<file path="src/rtl/pipe_hazard_ctrl.sv">
// pipe_hazard_ctrl
//   Central stall/flush controller for the 5-stage pipeline. Detects load-use
//   hazards, applies taken-branch flushes and freezes the back end while the
//   data memory is busy, with a bounded wait and a sticky timeout flag. Also
//   keeps saturating stall and flush cycle counters.
//
// Ports
//   clk, reset          rising-edge clock, asynchronous active-low reset
//   idex_MemRead/_rt    load in ID/EX and its destination register
//   ifid_rs/_rt         source registers of the instruction in ID
//   ifid_uses_rt        instruction in ID reads rt
//   ex_branch_taken     branch in EX resolved taken
//   mem_access          EX/MEM holds a load or store
//   mem_ready           data memory completes the access this cycle
//   cnt_clr             synchronous clear of both counters
//   pc_write, ifid_write, ifid_flush, idex_bubble, pipe_hold   pipeline controls
//   stall_cnt, flush_cnt                                       saturating counters
//   mem_timeout         sticky; a freeze was force-released
//
// state    | meaning
// ---------+------------------------------------------------------------
// RUN      | normal flow; no data-memory freeze in progress
// MEM_WAIT | back end frozen waiting on data memory; wcnt = freeze cycles

module pipe_hazard_ctrl #(
  parameter int CNT_W       = 16,
  parameter int MEM_TIMEOUT = 15
) (
  input  logic             clk,
  input  logic             reset,
  input  logic             idex_MemRead,
  input  logic [4:0]       idex_rt,
  input  logic [4:0]       ifid_rs,
  input  logic [4:0]       ifid_rt,
  input  logic             ifid_uses_rt,
  input  logic             ex_branch_taken,
  input  logic             mem_access,
  input  logic             mem_ready,
  input  logic             cnt_clr,
  output logic             pc_write,
  output logic             ifid_write,
  output logic             ifid_flush,
  output logic             idex_bubble,
  output logic             pipe_hold,
  output logic [CNT_W-1:0] stall_cnt,
  output logic [CNT_W-1:0] flush_cnt,
  output logic             mem_timeout
);

  typedef enum logic {RUN, MEM_WAIT} state_t;

  localparam logic [7:0]       TIMEOUT_VAL = 8'(MEM_TIMEOUT);
  localparam logic [CNT_W-1:0] CNT_MAX     = '1;

  state_t     state, state_nxt;
  logic [7:0] wcnt, wcnt_nxt;
  logic       lu, fr, at_limit, timeout_evt;
  logic       stall_inc, flush_inc;

  always_comb begin
    lu = idex_MemRead && (idex_rt != 5'd0) &&
         ((idex_rt == ifid_rs) || (ifid_uses_rt && (idex_rt == ifid_rt)));
    // Once the wait has reached its limit the freeze request is dropped, so
    // hold releases in the same cycle the timeout is recorded.
    at_limit    = (state == MEM_WAIT) && (wcnt == TIMEOUT_VAL);
    fr          = mem_access && !mem_ready && !at_limit;
    timeout_evt = at_limit && !mem_ready;
    stall_inc   = fr || (lu && !ex_branch_taken);
    flush_inc   = ex_branch_taken && !fr;
  end

  always_comb begin
    state_nxt = state;
    wcnt_nxt  = wcnt;
    case (state)
      RUN: begin
        if (fr) begin
          state_nxt = MEM_WAIT;
          wcnt_nxt  = 8'd1;
        end else begin
          wcnt_nxt = 8'd0;
        end
      end
      MEM_WAIT: begin
        if (fr) begin
          wcnt_nxt = wcnt + 8'd1;
        end else begin
          state_nxt = RUN;
          wcnt_nxt  = 8'd0;
        end
      end
      default: begin
        state_nxt = RUN;
        wcnt_nxt  = 8'd0;
      end
    endcase
  end

  // Mealy controls. While in reset the front end is held and a bubble/NOP
  // is injected so no stale instruction escapes on release.
  always_comb begin
    pc_write    = 1'b1;
    ifid_write  = 1'b1;
    ifid_flush  = 1'b0;
    idex_bubble = 1'b0;
    pipe_hold   = 1'b0;
    if (!reset) begin
      pc_write    = 1'b0;
      ifid_write  = 1'b0;
      ifid_flush  = 1'b1;
      idex_bubble = 1'b1;
    end else if (fr) begin
      pc_write   = 1'b0;
      ifid_write = 1'b0;
      pipe_hold  = 1'b1;
    end else if (ex_branch_taken) begin
      ifid_flush  = 1'b1;
      idex_bubble = 1'b1;
    end else if (lu) begin
      pc_write    = 1'b0;
      ifid_write  = 1'b0;
      idex_bubble = 1'b1;
    end
  end

  always_ff @(posedge clk or negedge reset) begin
    if (!reset) begin
      state <= RUN;
      wcnt  <= 8'd0;
    end else begin
      state <= state_nxt;
      wcnt  <= wcnt_nxt;
    end
  end

  always_ff @(posedge clk or negedge reset) begin
    if (!reset) begin
      stall_cnt   <= '0;
      flush_cnt   <= '0;
      mem_timeout <= 1'b0;
    end else begin
      if (timeout_evt) begin
        mem_timeout <= 1'b1;
      end
      if (cnt_clr) begin
        stall_cnt <= '0;
        flush_cnt <= '0;
      end else begin
        if (stall_inc && (stall_cnt != CNT_MAX)) begin
          stall_cnt <= stall_cnt + 1'b1;
        end
        if (flush_inc && (flush_cnt != CNT_MAX)) begin
          flush_cnt <= flush_cnt + 1'b1;
        end
      end
    end
  end

endmodule

</file>
<file path="config.mk">
export PLATFORM = sky130hd
export DESIGN_NAME = pipe_hazard_ctrl
export DESIGN_NICKNAME = d
export VERILOG_FILES = /design/src/rtl/pipe_hazard_ctrl.sv
export SDC_FILE = /design/constraint.sdc
export NUM_CORES = 1
export LEC_CHECK = 0
export ABC_AREA = 1
export CELL_PAD_IN_SITES_DETAIL_PLACEMENT = 1
export CELL_PAD_IN_SITES_GLOBAL_PLACEMENT = 1
export CORE_MARGIN = 3
export CORE_UTILIZATION = 36
export DETAILED_ROUTE_END_ITERATION = 7
export GPL_ROUTABILITY_DRIVEN = 1
export HOLD_SLACK_MARGIN = 0.12
export PLACE_DENSITY_LB_ADDON = 0.1
export SLEW_MARGIN = 30
export SYNTH_ARGS = -nofsm -noshare
export SYNTH_HDL_FRONTEND = slang
export SYNTH_SLANG_ARGS = --single-unit
</file>
<file path="constraint.sdc">
create_clock -name clk -period 2.64 [get_ports clk]
set_input_delay 0.396 -clock clk [delete_from_list [all_inputs] [get_ports clk]]
set_output_delay 0.396 -clock clk [all_outputs]
set_load 0.05 [all_outputs]
</file>
==> summary.md <==
| Metric | Value |
|---|---|
| Min cycle time layout | `2359 ps` |
| Starting DRC count in detailed routing | `81` |
| Share of cells above drive strength 1 | `6.579%` |
| Die X-Extent | `93.72 um` |
| Grt met2 use | `31.70%` |
| P per Cell Area | `419.2 mW/mm^2` |
| Slew Limit Fails | `0` |
| Number of I/O pins | `61` |
| Vias in the first global route | `2816` |
| Placement Setup Slack | `270.0 ps` |
| Die H | `93.72 um` |
| Longest Clk Path Bufs | `2` |
| Die ar. | `0.008783 sq mm` |
| R2R setup slack | `450 ps` |
| Syn Nets | `420` |
| Clock Skew | `11.07 ps` |
| Crit path buffers/inverters | `2` |
| Max incr delay on CP | `380 ps` |
| Post-synth cell types | `32` |
| Crit-path most repeated cell | `nand3_1` |
| Post-synth ARST share | `100.0%` |
| Rel. slew slack | `62.31%` |
| Antenna Cells | `0` |
| Outcome | `finished, final reports clean` |
| Met1 Use GR | `26.11%` |
| Post-cts hold buffer count | `0` |
| Hold Crit Class | `in -> async` |
| TritonCTS clock tree | `built` |
| DR vias | `2733` |
| Crit path launch type | `flip-flop` |
| Post-synth EDFFs | `0` |
| Gr usage total | `19.00%` |
| Post-layout nets | `481` |
| Layout Utilization | `49.52%` |
| Fin. Hold Viols | `0` |
| Least-Margin Pin Slew | `565.4 ps` |
| Clock transition at the registers of the reported paths | `90 ps` |
| Total CTS buffers | `5` |
| Synthesized area | `0.002770 sq mm` |
| WP data required | `2240 ps` |
| Critical Path Sink Type | `output port` |
| Final period util | `89.37%` |
| Post-route insts no fill | `555` |
| Initial antenna violation count | `0` |
| Vias/cell | `4.924` |
| Syn. warnings | `0` |
| 1st-pass router iterations | `4` |
| GRT met3 Usage | `3.125%` |
| Static leakage | `1.753 nW` |
| GRT Residual Overflow | `0` |
| Seq/Total Area, Yosys | `37.94%` |
| Final Setup Violations | `0` |
| Slowest CP cell | `dfrtp_1` |
| Post-route worst setup slack | `280.7 ps` |
| RSZ-0062 raised after global routing | `false` |
| Inst Count DP | `547` |
| Max-cap viol count | `0` |
| Core Rows | `31` |
| Maximum VDD drop | `0.0002976 V` |
| First-pass GRT wire length | `13520 um` |
| Syn Inst Count | `394` |
| Routed length per instance | `14.35 um` |
| Worst skew pair latency | `300 ps` |
| # DRC | `0` |
| Clk sinks | `42` |
| GPL Wtd Cong | `0.8254` |
| Core region area | `0.007370 sq mm` |
| CP arrival | `1960 ps` |
| DP HPWL | `5927 um` |
| Worst-path maximum fanout | `5` |
| Critical-path cell list | `ha_1, nand3_1, nor2_1, nand2_1, nand3_1, inv_1, o21ai_1, buf_12` |
| Setup TNS | `0 ps` |
| H-tree depth | `2` |
| Top FF cell, synth | `dfrtp_1` |
| CTS root buf | `clkbuf_8` |
| Delay-heaviest family, CP | `simple AND/OR/NAND/NOR gates` |
| PortBufs | `60` |
| Post-Route WL | `7964 um` |
| Total Power | `1.530 mW` |
| Gr busiest metal | `met2` |
| Fmax | `423.9 MHz` |
| Syn_area_per_cell | `7.031 sq um` |
| Starting Density | `37.59%` |
| Largest net degree at the start of global routing | `43` |
| P&R area growth vs syn | `31.75%` |
| Post-DRT Antenna Nets | `0` |
| Seq cells post-synth | `42` |
| Kind of critical path | `reg -> out` |
[synthesized netlist by cell type, drive strengths merged, types with 2 or more instances]
cell type | instances | area, sq um
a21oi | 4 | 20.02
buf | 7 | 52.55
clkbuf | 4 | 15.01
dfrtp | 42 | 1051
ha | 3 | 37.54
inv | 53 | 198.9
nand2 | 112 | 430.4
nand3 | 41 | 222.7
nand4 | 21 | 131.4
nor2 | 48 | 182.7
nor3 | 14 | 86.34
o21ai | 9 | 45.04
or2 | 2 | 12.52
xnor2 | 5 | 43.79
xor2 | 23 | 201.4
[cell type report]
cell class / count / area, sq um
timing repair buffer: 65 / 683.2
sequential: 42 / 1051
clock buffer: 5 / 68.82
tap: 99 / 123.9
inverter: 54 / 202.7
multi-input combinational: 287 / 1451
clock inverter: 3 / 68.82
fill: 975 / 3720
[sequential cells by signal (all words and copies together), names as in the netlist]
| signal | cells |
|---|---|
| wcnt | 8 |
| state | 1 |
| stall_cnt | 16 |
| mem_timeout | 1 |
| flush_cnt | 16 |
[per-layer routing]
| layer | up-vias | part of all wire, % |
|---|---|---|
| li1 | 1374 | - |
| met1 | 1309 | 49 |
| met2 | 44 | 47 |
| met3 | 6 | 3.4 |
| met4 | 0 | 0.73 |
| met5 | - | 0 |
[cell usage in the layout (no fill, tap or decap), types with 4 or more instances in the layout]
| master | instances |
|---|---|
| a21oi_1 | 4 |
| buf_12 | 5 |
| buf_4 | 5 |
| clkbuf_8 | 5 |
| clkdlybuf4s50_1 | 54 |
| dfrtp_1 | 42 |
| inv_1 | 51 |
| nand2_1 | 110 |
| nand3_1 | 39 |
| nand4_1 | 21 |
| nor2_1 | 46 |
| nor3_1 | 12 |
| o21ai_0 | 7 |
| xnor2_1 | 5 |
| xor2_1 | 23 |
[cells by family after synthesis]
kind of cell,count (synthesis),share of synthesized area [%]
and+or+nand+nor,241,39.25
adders and majority gates,3,1.355
buffers and inverters,65,9.756
xor gates and xnor gates,28,8.853
AOI/OAI and AO/OA,15,2.846
DFF,42,37.94
[per-stage QoR]
| step | cell area (sq um) | hold slack [ps] |
|---|---|---|
| global placement | 3512 | 467.6 |
| floorplan | 2773 | 100.4 |
| global route | 3650 | 286.4 |
| detailed placement | 3512 | 477.2 |
| CTS | 3650 | 261.3 |
| finish | 3650 | 238.9 |
[power by group]
part           switching, mW  leakage (nW)  internal [mW]  total (mW)
Sequential            0.0129         0.579          0.653       0.666
Clock                  0.244        0.0683          0.379       0.624
Combinational          0.150          1.11         0.0901       0.240
Total                  0.407          1.75           1.12        1.53
[worst paths after layout]
path / start / to / cells after the start
setup / recovery: wcnt[0] / idex_bubble / 8
hold / removal: reset / stall_cnt[6] / 2
setup reg to reg: flush_cnt[0] / flush_cnt[0] / 10
hold reg to reg: state / wcnt[0] / 1
max in group asynchronous: reset / flush_cnt[5] / 2
min in group clk: state / wcnt[0] / 1
[timing repair]
item                       4_1_cts  5_1_grt
gates resized for setup          0        2
setup endpoints to repair        0        2
setup buffers                    0        0
Note: power is estimated with default switching activity, not from simulation.
